### config.mk
export PLATFORM = sky130hd
export DESIGN_NAME = char_engine_arbiter
export DESIGN_NICKNAME = d
export VERILOG_FILES = /design/src/rtl/char_engine_arbiter.sv
export SDC_FILE = /design/constraint.sdc
export NUM_CORES = 1
export LEC_CHECK = 0
export ABC_AREA = 1
export CAP_MARGIN = 25
export CELL_PAD_IN_SITES_DETAIL_PLACEMENT = 0
export CELL_PAD_IN_SITES_GLOBAL_PLACEMENT = 1
export CORE_ASPECT_RATIO = 1.5
export CORE_MARGIN = 2
export CORE_UTILIZATION = 27
export DETAILED_ROUTE_END_ITERATION = 8
export PLACE_DENSITY = 0.81
export SLEW_MARGIN = 25
export SYNTH_ARGS = -nofsm -noshare
export SYNTH_HDL_FRONTEND = slang
export SYNTH_SLANG_ARGS = --single-unit
### constraint.sdc
create_clock -name sys_clk -period 1.67 [get_ports sys_clk]
set_input_delay 0.501 -clock sys_clk [delete_from_list [all_inputs] [get_ports sys_clk]]
set_output_delay 0.501 -clock sys_clk [all_outputs]
set_load 0.01 [all_outputs]
### src/rtl/char_engine_arbiter.sv
// Round-robin arbiter sharing one character-render engine among N_REQ glyph producers.
// Issues a one-cycle start pulse, waits for done (or watchdog timeout), then acks the owner.
module char_engine_arbiter #(
    parameter int unsigned N_REQ  = 4,
    parameter int unsigned TO_CYC = 65535
) (
    input  logic               sys_clk,
    input  logic               sys_rst_n,
    input  logic               init_done,
    input  logic [N_REQ-1:0]   req,
    input  logic [7*N_REQ-1:0] req_ascii,
    input  logic [9*N_REQ-1:0] req_x,
    input  logic [9*N_REQ-1:0] req_y,
    input  logic [N_REQ-1:0]   req_size,
    output logic [N_REQ-1:0]   ack,
    output logic               ack_err,
    output logic               show_char_flag,
    input  logic               show_char_done,
    output logic [6:0]         ascii_num,
    output logic [8:0]         start_x,
    output logic [8:0]         start_y,
    output logic               en_size,
    output logic               busy
);

    localparam int unsigned PW = (N_REQ > 1) ? $clog2(N_REQ) : 1;
    localparam int unsigned WW = $clog2(TO_CYC + 1);

    typedef enum logic [2:0] {StIdle, StArb, StIssue, StBusy, StDone} state_e;

    state_e           state_q, state_d;
    logic [PW-1:0]    ptr_q, ptr_d;
    logic [PW-1:0]    win_q, win_d;
    logic [N_REQ-1:0] mask_q, mask_d;
    logic [WW-1:0]    wd_q, wd_d;
    logic             err_q, err_d;
    logic             found;
    logic [PW-1:0]    win_idx;
    logic [N_REQ-1:0] req_eff;
    logic             timeout;
    logic             load;

    // The producer acked last cycle has not yet had a chance to drop or advance its request.
    assign req_eff = req & ~mask_q;
    assign timeout = (wd_q == WW'(TO_CYC - 1));
    assign load    = init_done && (state_q == StArb) && found;

    always_comb begin : rr_pick
        logic [PW-1:0] idx;
        idx     = '0;
        found   = 1'b0;
        win_idx = '0;
        for (int unsigned i = 0; i < N_REQ; i++) begin
            idx = PW'((32'(ptr_q) + i) % N_REQ);
            if (!found && req_eff[idx]) begin
                found   = 1'b1;
                win_idx = idx;
            end
        end
    end

    always_ff @(posedge sys_clk or negedge sys_rst_n) begin
        if (!sys_rst_n) begin
            state_q <= StIdle;
            ptr_q   <= '0;
            win_q   <= '0;
            mask_q  <= '0;
            wd_q    <= '0;
            err_q   <= 1'b0;
        end else begin
            state_q <= state_d;
            ptr_q   <= ptr_d;
            win_q   <= win_d;
            mask_q  <= mask_d;
            wd_q    <= wd_d;
            err_q   <= err_d;
        end
    end

    always_ff @(posedge sys_clk or negedge sys_rst_n) begin
        if (!sys_rst_n) begin
            ascii_num <= '0;
            start_x   <= '0;
            start_y   <= '0;
            en_size   <= 1'b0;
        end else if (load) begin
            ascii_num <= req_ascii[7*32'(win_idx) +: 7];
            start_x   <= req_x[9*32'(win_idx) +: 9];
            start_y   <= req_y[9*32'(win_idx) +: 9];
            en_size   <= req_size[win_idx];
        end
    end

    always_comb begin
        state_d = state_q;
        ptr_d   = ptr_q;
        win_d   = win_q;
        err_d   = err_q;
        mask_d  = '0;
        if (state_q == StDone) begin
            mask_d[win_q] = 1'b1;
        end
        // Counts from the flag cycle, so timeout lands the ack exactly TO_CYC cycles after it.
        wd_d = ((state_q == StIssue) || (state_q == StBusy)) ? wd_q + 1'b1 : '0;
        if (!init_done) begin
            state_d = StIdle;
        end else begin
            case (state_q)
                StIdle:  state_d = StArb;
                StArb: begin
                    if (found) begin
                        win_d   = win_idx;
                        ptr_d   = (win_idx == PW'(N_REQ - 1)) ? '0 : win_idx + 1'b1;
                        state_d = StIssue;
                    end
                end
                StIssue: state_d = StBusy;
                StBusy: begin
                    if (show_char_done) begin
                        err_d   = 1'b0;
                        state_d = StDone;
                    end else if (timeout) begin
                        err_d   = 1'b1;
                        state_d = StDone;
                    end
                end
                StDone:  state_d = StArb;
                default: state_d = StIdle;
            endcase
        end
    end

    always_comb begin
        ack = '0;
        if (init_done && (state_q == StDone)) begin
            ack[win_q] = 1'b1;
        end
        ack_err        = init_done && (state_q == StDone) && err_q;
        show_char_flag = init_done && (state_q == StIssue);
        busy           = (state_q == StIssue) || (state_q == StBusy) || (state_q == StDone);
    end

endmodule

==> results.txt <==
- Mean routed wirelength per cell: 13.7 um
- Power after layout: 0.0136 W
- The flow ran to the end, but the final reports show violations.
- Across the run, the number of max-cap violations was 0.
* # rows: 53
- Timing endpoint of the critical path: ascii_num[0]
- Portion of synthesized cell area occupied by the leading cell type: 34.5%
* Num CTS Buffers: 5
* Most used flip-flop cell after synthesis: dfrtp_1
- Across the routed clock network, the largest skew measured is 0.00976 ns.
- Dividing the final minimum period by the clock period gives 125%.
* Count of port buffers added during placement: 144
* Final hold violation count: 0
* Maximum operating frequency: 479 MHz
- The initial antenna violation count came to 0.
* Setup WS post-layout: -0.417 ns
- Origin of the worst setup path: ptr_q[0]
- The die covers 15500 um^2.
- Share of synthesized area occupied by flip-flops and latches: 34.5%
* Slew at the pin closest to its max-slew limit: 0.431 ns
- Cell taking the most area after synthesis: dfrtp_1
* Syn. warnings: 0
- Via count of the routed design: 4536
* Standard cell core area: 14100 um^2
* Chip width: 102 um
- Setup repair after global routing could not meet its margin everywhere.
* Lkg Pwr: 3.66 nW
- Area added between synthesis and finish: 79.8%
- Required time at the endpoint of the critical path: 1.85 ns
* Hold WC Path Type: input pin to async pin
* Ratio of routed vias to standard cells: 4.46
- In this run, synthesis produced a sequential element count of 54.
- In the synthesized netlist, the number of instances is 622.
- Vias in the first global route: 4335
- 1st-iter DRT viols: 111
* Filler Cells Inserted: 1401
* CTS tree: yes
* Clock period minus final worst setup slack: 2.09 ns
- For this configuration, the core starts out at a cell density of 27.8%.
- Library cells used by synthesis: 30
- The number of antenna diodes in the final layout is 0.
- In this run the most used layer during global routing was met2.
- Largest cells by area after synthesis: dfrtp_1, nand2_1, nand3_1
- Global routing used 19.7% of the available met1 tracks.
- Summed over all failing endpoints, the final setup total negative slack is -12.73 ns.
* Crit end category: register
- Endpoint of the most critical register-to-register path: ascii_num[0]
* Worst slack on hold paths: 0.185 ns
- The most common cell in the synthesized netlist is nand2_1.
- The synthesized netlist occupies a cell area of 3920 um^2.
* Worst R2R Start: ptr_q[0]
- Summed over all layers, the global routing overflow is 0.
- Max IR drop VDD: 1410 uV
* Avg Cell Area, Syn: 6.30 um^2
- R2r worst-path depth: 17
* Crit Path Category: register to register
- Entering global routing, the biggest net connects 33 pins.
- For this block, the routed nets add up to 14.0 mm of wire.
- The longest clock path from root to sink contains 2 buffers.
- The tree built by TritonCTS fans out to 54 sinks.
- Summing all flip-flop and latch instances after layout gives 1350 um^2.
* GRT met3 Usage: 3.94%
- In the final layout, the share of cells above drive strength 1 is 26.3%.
* DRT Pass-1 Iters: 5
- Slew Viols, Final: 0
- Met2 Track Usage GR: 32.7%
* Largest fanout on the critical path: 8
- Area used by multi-input combinational logic: 2480 um^2
- Count of unresolved DRC violations after routing: 0
- The worst setup path is launched from a register.
* Hold bufs inserted after CTS: 0
- Summing all non-filler instances in the final layout gives an area of 7050 um^2.
- For this run, asynchronously set or reset flops after synthesis account for 100%.
- Sum of net half-perimeters after detailed placement: 9.95 mm
- Post-synth EDFFs: 0
* First-pass GRT wire length: 21.3 mm
- The detail route stage leaves a number of antenna-violating nets equal to 0.
- The setup check on the worst reg-to-reg path leaves a slack of -0.42 ns.
* Clock latency reported for the late side of the worst-skew pair: 0.30 ns
* Headroom to the max-slew limit: 71.3%
- Synthesized Nets: 736
- Worst setup slack after placement: -0.814 ns
- At the worst endpoint, the arrival time is 2.27 ns.
- Synth cell count leaders: nand2_1, inv_1, nand3_1
- Die outline height: 152 um
- Setup violations remaining at the end of the flow were counted as 37.
- For this run, the post-layout net count is 938.
* Power density cells: 1930 nW/um^2
- GRT Util Overall: 17.5%
- Number of top-level pins: 145
- Clock H-tree levels: 2
- Clock-pin transition on the worst setup and hold timing paths: 0.08 ns
- The final reports fail on setup timing.
- Placed Area: 5970 um^2
- The cell sitting at the root of the clock tree is a clkbuf_16.
- Routability-driven placement finished with a final weighted congestion of 0.819.
[metal layers]
metal / part of all wire, % / routed length [um]
met2: 54 / 7530
met4: 2.5 / 355
met5: 0 / 0
met1: 38 / 5310
met3: 5.5 / 770
[critical path, cell delays in order, from the launching register on]
cell	delay (ns)
dfrtp_2	0.52
inv_8	0.14
nand3_4	0.10
nand2_2	0.08
nand2_1	0.08
nand2_2	0.09
nor2_4	0.05
nor2_4	0.10
nand2_4	0.08
buf_12	0.13
nand2_8	0.06
buf_12	0.14
buf_12	0.14
nand2_1	0.05
nand3_1	0.06
nand2_1	0.05
nand2_1	0.05
nand2_1	0.05
[power breakdown]
group,switching (W),internal (W)
combinational,0.00541,0.00498
sequential,0.000332,0.00172
clock,0.000482,0.000709
[layout by cell type, fill, tap and decap left out, types with 11 or more instances in the layout]
| cell type | netlist | layout |
|---|---|---|
| inv_1 | 131 | 125 |
| nand2_1 | 197 | 164 |
| nand3_1 | 120 | 83 |
| nand2_2 | 4 | 26 |
| nand3_2 | 5 | 31 |
| dfrtp_1 | 54 | 52 |
| buf_12 | 0 | 13 |
| nand2_4 | 3 | 12 |
| buf_6 | 1 | 17 |
| nand3_4 | 0 | 11 |
| a21oi_1 | 12 | 11 |
| clkdlybuf4s50_1 | 0 | 105 |
| dlygate4sd2_1 | 0 | 30 |
| buf_4 | 8 | 41 |
[final cells by class]
class / instances / area share (%)
multi-input cells: 407 / 35.2
repair buffers: 222 / 32.5
flip-flops and latches: 54 / 19.2
inverters: 134 / 7.31
well taps: 192 / 3.41
clock buffers: 6 / 1.83
clock inverters: 2 / 0.533
[cell families (layout without fill, tap and decap cells)]
logic type,Yosys count,count (layout),share of synthesized area [%]
buffers and inverters,161,364,17.0
and+or+nand+nor,375,375,43.1
adders and majority gates,2,2,0.638
DFF,54,54,34.5
AOI/OAI and AO/OA,30,30,4.72
[how the worst min path moves through the flow]
stage                    start            to
floorplan            sys_rst_n  ascii_num[0]
global placement    start_y[6]    start_y[6]
finish               sys_rst_n      win_q[1]
CTS                  sys_rst_n      win_q[1]
global route         sys_rst_n     mask_q[3]
detailed placement  start_x[5]    start_x[5]
[state kept, by name (all words and copies together) (netlist names)]
signal,count
wd_q,16
start_x,9
start_y,9
ascii_num,7
mask_q,4
state_q,3
ptr_q,2
win_q,2
en_size,1
err_q,1
[what timing repair did]
item	in CTS	in global routing
setup buffers	18	11
pin swaps	12	41
hold endpoints to repair	0	0
setup endpoints to repair	64	47
gates cloned	5	1
gates resized for setup	108	108
[per-stage QoR]
| stage | utilization, % | std cells |
|---|---|---|
| 3_3_place_gp | 42.3 | 978 |
| 3_5_place_dp | 42.3 | 978 |
| 6_report | 49.9 | 1017 |
| 4_1_cts | 46.2 | 1007 |
| 5_1_grt | 49.9 | 1017 |
| 2_1_floorplan | - | 622 |
Power figures use the tool's default switching activity.
